===== config.mk =====
export PLATFORM = sky130hd
export DESIGN_NAME = mips_multicycle_ctrl
export DESIGN_NICKNAME = d
export VERILOG_FILES = /design/src/rtl/mips_ctrl_pkg.sv /design/src/rtl/mips_retire_counter.sv /design/src/rtl/mips_multicycle_ctrl.sv
export SDC_FILE = /design/constraint.sdc
export NUM_CORES = 1
export LEC_CHECK = 0
export BUFFER_PORTS_ARGS = -buffer_cell sky130_fd_sc_hd__buf_4
export CELL_PAD_IN_SITES_DETAIL_PLACEMENT = 0
export CELL_PAD_IN_SITES_GLOBAL_PLACEMENT = 1
export CORE_MARGIN = 8
export CORE_UTILIZATION = 35
export CTS_BUF_LIST = sky130_fd_sc_hd__clkbuf_16
export DETAILED_ROUTE_END_ITERATION = 10
export GPL_TIMING_DRIVEN = 0
export PLACE_DENSITY = 0.82
export SYNTH_ARGS = -nofsm -noshare
export SYNTH_HDL_FRONTEND = slang
export SYNTH_SLANG_ARGS = --single-unit

===== constraint.sdc =====
create_clock -name clk -period 1.8 [get_ports clk]
set_input_delay 0.09 -clock clk [delete_from_list [all_inputs] [get_ports clk]]
set_output_delay 0.09 -clock clk [all_outputs]
set_load 0.02 [all_outputs]

===== src/rtl/mips_ctrl_pkg.sv =====
// Shared types and encodings for the multicycle MIPS main controller.
package mips_ctrl_pkg;

  typedef enum logic [3:0] {
    S_FETCH   = 4'd0,
    S_DECODE  = 4'd1,
    S_MEMADR  = 4'd2,
    S_MEMRD   = 4'd3,
    S_MEMWB   = 4'd4,
    S_MEMWR   = 4'd5,
    S_EXEC    = 4'd6,
    S_RTYPEWB = 4'd7,
    S_BRANCH  = 4'd8,
    S_JUMP    = 4'd9,
    S_ADDIEX  = 4'd10,
    S_ADDIWB  = 4'd11,
    S_TRAP    = 4'd12
  } state_t;

  localparam logic [5:0] OP_RTYPE = 6'b000000;
  localparam logic [5:0] OP_LW    = 6'b100011;
  localparam logic [5:0] OP_SW    = 6'b101011;
  localparam logic [5:0] OP_BEQ   = 6'b000100;
  localparam logic [5:0] OP_J     = 6'b000010;
  localparam logic [5:0] OP_ADDI  = 6'b001000;

  localparam logic [1:0] ALU_ADD   = 2'b00;
  localparam logic [1:0] ALU_SUB   = 2'b01;
  localparam logic [1:0] ALU_FUNCT = 2'b10;

  localparam logic [1:0] SRCB_B       = 2'b00;
  localparam logic [1:0] SRCB_FOUR    = 2'b01;
  localparam logic [1:0] SRCB_IMM     = 2'b10;
  localparam logic [1:0] SRCB_IMM_SH2 = 2'b11;

  localparam logic [1:0] PCSRC_ALU    = 2'b00;
  localparam logic [1:0] PCSRC_ALUOUT = 2'b01;
  localparam logic [1:0] PCSRC_JUMP   = 2'b10;

  // Datapath control word driven each cycle.
  typedef struct packed {
    logic       pc_write;
    logic       pc_write_cond;
    logic [1:0] pc_source;
    logic       i_or_d;
    logic       mem_to_reg;
    logic       ir_write;
    logic       reg_write;
    logic       reg_dst;
    logic       alu_src_a;
    logic [1:0] alu_src_b;
    logic [1:0] alu_op;
    logic       mem_req;
    logic       mem_we;
    logic       trap;
  } ctrl_t;

  // States whose exit unconditionally retires an instruction.
  function automatic logic is_retire_state(input state_t s);
    return (s == S_MEMWB) || (s == S_RTYPEWB) || (s == S_BRANCH) ||
           (s == S_JUMP)  || (s == S_ADDIWB);
  endfunction

endpackage


===== src/rtl/mips_retire_counter.sv =====
// Retired-instruction counter; wraps modulo 2^COUNT_WIDTH.
module mips_retire_counter #(
  parameter int unsigned COUNT_WIDTH = 32
) (
  input  logic                   clk,
  input  logic                   rst_n,
  input  logic                   en,
  output logic [COUNT_WIDTH-1:0] count
);

  always_ff @(posedge clk or negedge rst_n) begin
    if (!rst_n) begin
      count <= '0;
    end else if (en) begin
      count <= count + COUNT_WIDTH'(1);
    end
  end

endmodule


===== src/rtl/mips_multicycle_ctrl.sv =====
// Main control FSM of the multicycle MIPS core: Moore strobes, memory
// handshake, branch PC enable, illegal-opcode trap and retire counter.
module mips_multicycle_ctrl
  import mips_ctrl_pkg::*;
#(
  parameter int unsigned COUNT_WIDTH = 32
) (
  input  logic                   clk,
  input  logic                   reset,
  input  logic [5:0]             op,
  input  logic                   zero,
  input  logic                   memReady,
  output logic                   PCWrite,
  output logic                   PCWriteCond,
  output logic                   pcEn,
  output logic [1:0]             PCSource,
  output logic                   IorD,
  output logic                   MemToReg,
  output logic                   IRWrite,
  output logic                   RegWrite,
  output logic                   RegDst,
  output logic                   ALUSrcA,
  output logic [1:0]             ALUSrcB,
  output logic [1:0]             aluOp,
  output logic                   memReq,
  output logic                   memWe,
  output logic                   trap,
  output logic [COUNT_WIDTH-1:0] instrCount
);

  state_t state;
  state_t state_next;
  ctrl_t  ctrl;
  ctrl_t  live;
  logic   retire_en;

  always_ff @(posedge clk or negedge reset) begin
    if (!reset) begin
      state <= S_FETCH;
    end else begin
      state <= state_next;
    end
  end

  // Next state and Moore control word; FETCH strobes qualified by memReady.
  always_comb begin
    state_next = state;
    ctrl       = '0;
    case (state)
      S_FETCH: begin
        ctrl.mem_req   = 1'b1;
        ctrl.i_or_d    = 1'b0;
        ctrl.alu_src_a = 1'b0;
        ctrl.alu_src_b = SRCB_FOUR;
        ctrl.alu_op    = ALU_ADD;
        ctrl.pc_source = PCSRC_ALU;
        ctrl.ir_write  = memReady;
        ctrl.pc_write  = memReady;
        if (memReady) state_next = S_DECODE;
      end
      S_DECODE: begin
        ctrl.alu_src_b = SRCB_IMM_SH2;
        ctrl.alu_op    = ALU_ADD;
        case (op)
          OP_LW, OP_SW: state_next = S_MEMADR;
          OP_RTYPE:     state_next = S_EXEC;
          OP_BEQ:       state_next = S_BRANCH;
          OP_J:         state_next = S_JUMP;
          OP_ADDI:      state_next = S_ADDIEX;
          default:      state_next = S_TRAP;
        endcase
      end
      S_MEMADR: begin
        ctrl.alu_src_a = 1'b1;
        ctrl.alu_src_b = SRCB_IMM;
        ctrl.alu_op    = ALU_ADD;
        state_next     = (op == OP_SW) ? S_MEMWR : S_MEMRD;
      end
      S_MEMRD: begin
        ctrl.mem_req = 1'b1;
        ctrl.i_or_d  = 1'b1;
        if (memReady) state_next = S_MEMWB;
      end
      S_MEMWB: begin
        ctrl.mem_to_reg = 1'b1;
        ctrl.reg_write  = 1'b1;
        state_next      = S_FETCH;
      end
      S_MEMWR: begin
        ctrl.mem_req = 1'b1;
        ctrl.mem_we  = 1'b1;
        ctrl.i_or_d  = 1'b1;
        if (memReady) state_next = S_FETCH;
      end
      S_EXEC: begin
        ctrl.alu_src_a = 1'b1;
        ctrl.alu_src_b = SRCB_B;
        ctrl.alu_op    = ALU_FUNCT;
        state_next     = S_RTYPEWB;
      end
      S_RTYPEWB: begin
        ctrl.reg_dst   = 1'b1;
        ctrl.reg_write = 1'b1;
        state_next     = S_FETCH;
      end
      S_BRANCH: begin
        ctrl.alu_src_a     = 1'b1;
        ctrl.alu_src_b     = SRCB_B;
        ctrl.alu_op        = ALU_SUB;
        ctrl.pc_write_cond = 1'b1;
        ctrl.pc_source     = PCSRC_ALUOUT;
        state_next         = S_FETCH;
      end
      S_JUMP: begin
        ctrl.pc_write  = 1'b1;
        ctrl.pc_source = PCSRC_JUMP;
        state_next     = S_FETCH;
      end
      S_ADDIEX: begin
        ctrl.alu_src_a = 1'b1;
        ctrl.alu_src_b = SRCB_IMM;
        ctrl.alu_op    = ALU_ADD;
        state_next     = S_ADDIWB;
      end
      S_ADDIWB: begin
        ctrl.reg_write = 1'b1;
        state_next     = S_FETCH;
      end
      S_TRAP: begin
        ctrl.trap  = 1'b1;
        state_next = S_TRAP;
      end
      default: state_next = S_FETCH;
    endcase
  end

  // Reset blanks every output at once so an in-flight request drops immediately.
  always_comb begin
    live        = reset ? ctrl : '0;
    PCWrite     = live.pc_write;
    PCWriteCond = live.pc_write_cond;
    pcEn        = live.pc_write | (live.pc_write_cond & zero);
    PCSource    = live.pc_source;
    IorD        = live.i_or_d;
    MemToReg    = live.mem_to_reg;
    IRWrite     = live.ir_write;
    RegWrite    = live.reg_write;
    RegDst      = live.reg_dst;
    ALUSrcA     = live.alu_src_a;
    ALUSrcB     = live.alu_src_b;
    aluOp       = live.alu_op;
    memReq      = live.mem_req;
    memWe       = live.mem_we;
    trap        = live.trap;
  end

  assign retire_en = reset &
                     (is_retire_state(state) | ((state == S_MEMWR) & memReady));

  mips_retire_counter #(
    .COUNT_WIDTH(COUNT_WIDTH)
  ) u_retire_counter (
    .clk   (clk),
    .rst_n (reset),
    .en    (retire_en),
    .count (instrCount)
  );

endmodule


Word-level counts from Yosys, hierarchy flattened
Cells that the tools add are included.
- register bits: 36
- bits in latches: 0
- bits in writable memories: 0
- bits in read-only memories: 0
- bits of input ports: 10
- output and inout port bits: 50
- logic and storage cells: 61
- memories: 0
- add/subtract/negate cells: 1
- multipliers: 0
- div/mod/pow operators: 0
- magnitude comparators: 0
- equal/unequal tests: 20
- shifts and indexed selects: 0
- multiplexer cells: 20
- bitwise operators: 5
- reductions and logical operators: 13
- operators with widths (kind ; count):
    one-hot mux 4 bit (5 select lines) ; 2
    adder 32 x 1 -> 32 bit (second input constant) ; 1
    one-hot mux 4 bit (8 select lines) ; 1
    equality test 4 bit (second input constant) ; 5
    two-way mux 17 bit ; 1
    equality test 4 x 3 -> 1 bit (second input constant) ; 4
    equality test 6 bit (second input constant) ; 2
    two-way mux 4 bit ; 3
    two-way mux 1 bit ; 10
    equality test 4 x 2 -> 1 bit (second input constant) ; 2
    equality test 6 x 2 -> 1 bit (second input constant) ; 1
    equality test 6 x 3 -> 1 bit (second input constant) ; 1
    equality test 6 x 4 -> 1 bit (second input constant) ; 1
    zero test 6 bit ; 1
    inequality test 2 bit (second input constant) ; 3
    OR reduction 2 bit ; 3
    OR reduction 3 bit ; 2
    equality test 4 x 1 -> 1 bit (second input constant) ; 1
    zero test 4 bit ; 1
    logical OR 1 bit ; 4
    one-hot mux 2 bit (2 select lines) ; 1
    OR reduction 4 bit ; 1
    AND 1 bit ; 3
    two-way mux 3 bit ; 1
    3 further kinds ; 4

Depth between registers and ports, before layout
- word-level depth: 7
- depth in mapped cells: 7
- depth with buffers taken out: 5

Cells and area by module
From an unflattened synthesis, not the netlist that was laid out.
- cell total of the unflattened synthesis: 213
- area total of the unflattened synthesis: 2049.5 µm²
- by module, submodules not included (module ; instances ; cells each ; area an instance (µm²) ; seq. area each (µm²)):
    mips_retire_counter ; 1 ; 123 ; 1448.9 ; 800.8
    mips_multicycle_ctrl ; 1 ; 90 ; 600.6 ; 100.1

Least setup slack after synthesis
No wires, ideal clock.
- kind: reg-to-reg
- start point: register state[2]
- end point: register u_retire_counter.count[6]
- setup time: 130 ps
- arrival: 1808 ps
- data required time: 1670 ps
- path slack: -138 ps
- stages on the path, launching flop included: 8
- path buffers: 2
- period minus slack after synthesis: 1938 ps
- cell sequence: dfrtp_1 buf_2 a21bo_1 nor4_4 and3_1 buf_2 nand4_1 xnor2_1
- cells in the longest elaborated chain, start to end: 7
- elaborated cells between the ends (all ways): 13
- those cells by class: eq/ne (6); bitwise (3); reduce/logical (4)
- RTL lines (element ; line ; RTL):
    start, declared ; mips_multicycle_ctrl.sv:31 ; state_t state;
    start signal, assigned ; mips_multicycle_ctrl.sv:41 ; state <= state_next;
    equality test 4 x 3 -> 1 bit ; mips_ctrl_pkg.sv:60 ; return (s == S_MEMWB) || (s == S_RTYPEWB) || (s == S_BRANCH) ||
    logical OR 1 bit (3 in a row) ; mips_ctrl_pkg.sv:60 ;
    logical OR 1 bit ; mips_ctrl_pkg.sv:61 ; (s == S_JUMP) || (s == S_ADDIWB);
    OR 1 bit (*) ; mips_multicycle_ctrl.sv:158 ; (is_retire_state(state) | ((state == S_MEMWR) & memReady));
    AND 1 bit (*) ; mips_multicycle_ctrl.sv:157 ; assign retire_en = reset &
    end signal, assigned ; mips_retire_counter.sv:15 ; count <= count + COUNT_WIDTH'(1);
    end, declared ; mips_retire_counter.sv:8 ; output logic [COUNT_WIDTH-1:0] count
Mark *: on every way between the ends. The rest lies on a longest branch, timed or not.
A chain may end at the register's enable or synchronous reset.

Worst setup path in the final report
- start point: register state[3]
- end point: output port pcEn
- cells in the longest elaborated chain, start to end: 5
- elaborated cells between the ends (all ways): 8
- those cells by class: eq/ne (2); mux (3); bitwise (2); reduce/logical (1)
- RTL lines (element ; line ; RTL):
    equality test 4 bit ; mips_multicycle_ctrl.sv:49 ; case (state)
    two-way mux 1 bit ; mips_multicycle_ctrl.sv:49 ;
    two-way mux 17 bit (*) ; mips_multicycle_ctrl.sv:139 ; live = reset ? ctrl : '0;
    AND 1 bit ; mips_multicycle_ctrl.sv:142 ; pcEn = live.pc_write | (live.pc_write_cond & zero);
    OR 1 bit (*) ; mips_multicycle_ctrl.sv:142 ;
    end, declared ; mips_multicycle_ctrl.sv:15 ; output logic pcEn,
Marks and branches as above.

==> results.md <==
* Status: finished clean
* CP Data Required Time at 1710 ps
* Share of cells above drive strength 1 at 41.4%
* Filler instances at 530
* CP startpoint kind: register
* Fin nets at 324
* CP Capture Type: output pin
* Max-cap violations at 0
* Crit-path max FO at 10
* Initial antenna violation count at 0
* Clk Tree Root Cell: clkbuf_16
* Dpl ws at -363 ps
* Pleak at 1.53 nW
* Die area at 8700 um^2
* Critical path type: reg2out
* CP delay by family, top: simple AND/OR/NAND/NOR gates
* Net Switching at 1.26 mW
* Final hold vios at 0
* CTS Buf Count at 5
* Clk pwr share at 24.4%
* Area Overhead vs Synth at 52.4%
* Mapped Area at 2090 um^2
* Vias/cell at 5.05
* Drt first pass iters at 4
* Area leader, netlist: dfrtp_1
* Yosys warns at 0
* Io pins at 60
* Sw Share at 37.2%
* First-pass GRT wire length at 9.22 mm
* Clock Pin Slew Worst Setup and Hold Paths at 50 ps
* Starting density of the core at 35.7%
* Cell chain of the critical path: buf_4 -> or3b_2 -> a21oi_2 -> a21o_1 -> buf_4
* Hpwl dp at 3.88 mm
* Slew @ Worst Pin at 444 ps
* PD cells at 1060 nW/um^2
* Slew Viols, Final at 0
* Distinct cells, synth at 43
* Hold Crit Depth at 3
* Core Rows at 28
* Top cells by area, synth: dfrtp_1, xnor2_1, xor2_1
* Hold WC Path Type: in2reg
* Worst path bufs/invs at 2
* Crit path top cell by count: buf_4
* Final Cycle Share at 98.9%
* PortBufs at 58
* Slew HR at 70.4%
* Synthesized flop and latch total at 36
* Placed Cells at 353
* Final setup margin at 19.1 ps
* Fin Setup TNS at 0 ps
* R2R cell count at 8
* DRC at 0
* Vias post-DR at 1964
* All-Layer GR Usage at 13.1%
* Syn_nets at 231
* Area of the core at 5850 um^2
* Area share of the largest cell type after synthesis at 43.1%
* Final min period at 1780 ps
* Synthesized area per cell at 9.50 um^2
* Max stage delay cell, worst path: or3b_2
* WP data arrival at 1690 ps
* Cells after synthesis at 220
* Largest net degree at the start of global routing at 37
* Depth of the CTS H-tree at 2
* Register area share after synthesis at 43.1%
* GR Overflow Total at 0
* ANT cells at 0
* DR WL/cell at 15.0 um
* Clk_skew at 5.22 ps
* Crit-path max cell delay at 450 ps
* Horiz. Die Dim at 93.3 um
* R2R setup slack at 20 ps
* Gate power share at 45.5%
* Clock sinks at 36
* Initial DRC count at 55
* FMAX at 562 MHz
* Int Pwr at 2.12 mW
* Deepest clock path buffer count at 2
* Max IR drop VDD at 0.670 mV
* Post-Layout Cell Count at 389
* CTS tree: done
* Levels on crit path at 5
* RSZ-0062 raised after global routing: yes
* Number of global-route vias before repair at 1898
* Sequential share of power at 30.0%
* Total Routed Length at 5.82 mm
* Routed Antenna Nets at 0
* Die H at 93.3 um
* Worst skew pair latency at 280 ps
* Final GP Congestion at 0.789
* Final setup violation count at 0
## registers in the layout, indices dropped and copies added, names as in the netlist
name                    cells
state                       4
u_retire_counter.count     32
## synth_stat cells (all sizes together)
| master | count |
|---|---|
| a21bo | 1 |
| a21boi | 1 |
| a21o | 1 |
| a21oi | 4 |
| a22o | 1 |
| a311o | 1 |
| a31oi | 1 |
| and2 | 2 |
| and3 | 8 |
| and4 | 4 |
| and4b | 1 |
| buf | 5 |
| clkbuf | 6 |
| dfrtp | 36 |
| ha | 1 |
| inv | 5 |
| mux2 | 1 |
| nand2 | 13 |
| nand2b | 5 |
| nand3 | 14 |
| nand3b | 2 |
| nand4 | 9 |
| nor2 | 19 |
| nor2b | 4 |
| nor3 | 16 |
| nor3b | 4 |
| nor4 | 4 |
| nor4b | 2 |
| o211ai | 3 |
| o21a | 1 |
| o21ai | 7 |
| o21bai | 1 |
| o22ai | 1 |
| o41ai | 1 |
| or3b | 1 |
| xnor2 | 18 |
| xor2 | 16 |
## timing repair
action                                  in CTS  in global routing
cloned                                       1                  0
hold endpoints to repair                    36                  0
hold buffers                                 2                  0
buffers inserted                            14                 12
pin swaps                                    8                 12
endpoints found under the setup margin      38                 29
resized for setup                           19                 25
## metrics by stage
stage	hold slack, ps	area [um^2]	utilization, %	total power, mW
2_1_floorplan	-206	2130	-	1.86
3_3_place_gp	101	2660	45.4	2.28
3_5_place_dp	103	2660	45.4	2.29
4_1_cts	147	3020	51.6	3.26
5_1_grt	204	3190	54.5	3.57
6_report	165	3190	54.5	3.38
## worst register-to-register path, stage by stage, from the launching register on
cell,delay (ps)
dfrtp_1,390
buf_4,150
nor4b_4,300
nor4_4,70
buf_6,150
and3_4,170
buf_6,130
and3_4,140
xor2_1,140
## cell families (layout without fill, tap and decap cells)
logic type / count (synthesis) / count (layout) / synth area share, %
AOI/OAI and AO/OA: 24 / 24 / 7.54
and+or+nand+nor: 108 / 109 / 30.8
xor gates and xnor gates: 34 / 34 / 14.2
DFF: 36 / 36 / 43.1
adders and majority gates: 1 / 1 / 0.598
muxes: 1 / 1 / 0.539
buffers and inverters: 16 / 109 / 3.17
## worst paths after layout
kind / startpoint / to
worst min-delay path: op[3] / state[1]
min in group asynchronous: reset / u_retire_counter.count[16]
max in group asynchronous: reset / state[2]
worst max register to register: state[3] / u_retire_counter.count[20]
worst min register to register: u_retire_counter.count[31] / u_retire_counter.count[31]
worst max-delay path: state[3] / pcEn
## power groups by stage
stage	Clock, mW	Sequential [mW]	Combinational, mW
after CTS	0.840	1.01	1.42
after global placement	0	1.05	1.24
after global routing	0.877	1.03	1.66
after floorplan	0	1.09	0.768
after detailed placement	0	1.05	1.24
final	0.826	1.02	1.54
## layer usage
layer / vias up / track usage [%] / routed length (um)
li1: 970 / - / -
met1: 955 / 15.5 / 2480
met2: 37 / 22.2 / 3030
met3: 2 / 4.25 / 288
met4: 0 / 3.09 / 30
met5: - / 0 / 0
## area by class of cell
class / instances / area, um^2 / share of cell area [%]
Tap cell: 75 / 93.8 / 2.94
Sequential cell: 36 / 907 / 28.5
Inverter: 5 / 18.8 / 0.589
Timing Repair Buffer: 86 / 679 / 21.3
Buffer: 10 / 72.6 / 2.28
Clock inverter: 3 / 15.0 / 0.471
Clock buffer: 5 / 125 / 3.93
Multi-Input combinational cell: 169 / 1270 / 40.0
## cells in the final DEF (no fill, tap or decap), types with 7 or more instances in the layout
master,count
xor2_1,16
nor3_1,9
o21ai_0,7
nand3_1,12
dfrtp_1,31
nor2_1,18
xnor2_1,18
buf_4,81
nand4_1,8
nand2_1,13
No activity file was read; power rests on OpenSTA's default activity.
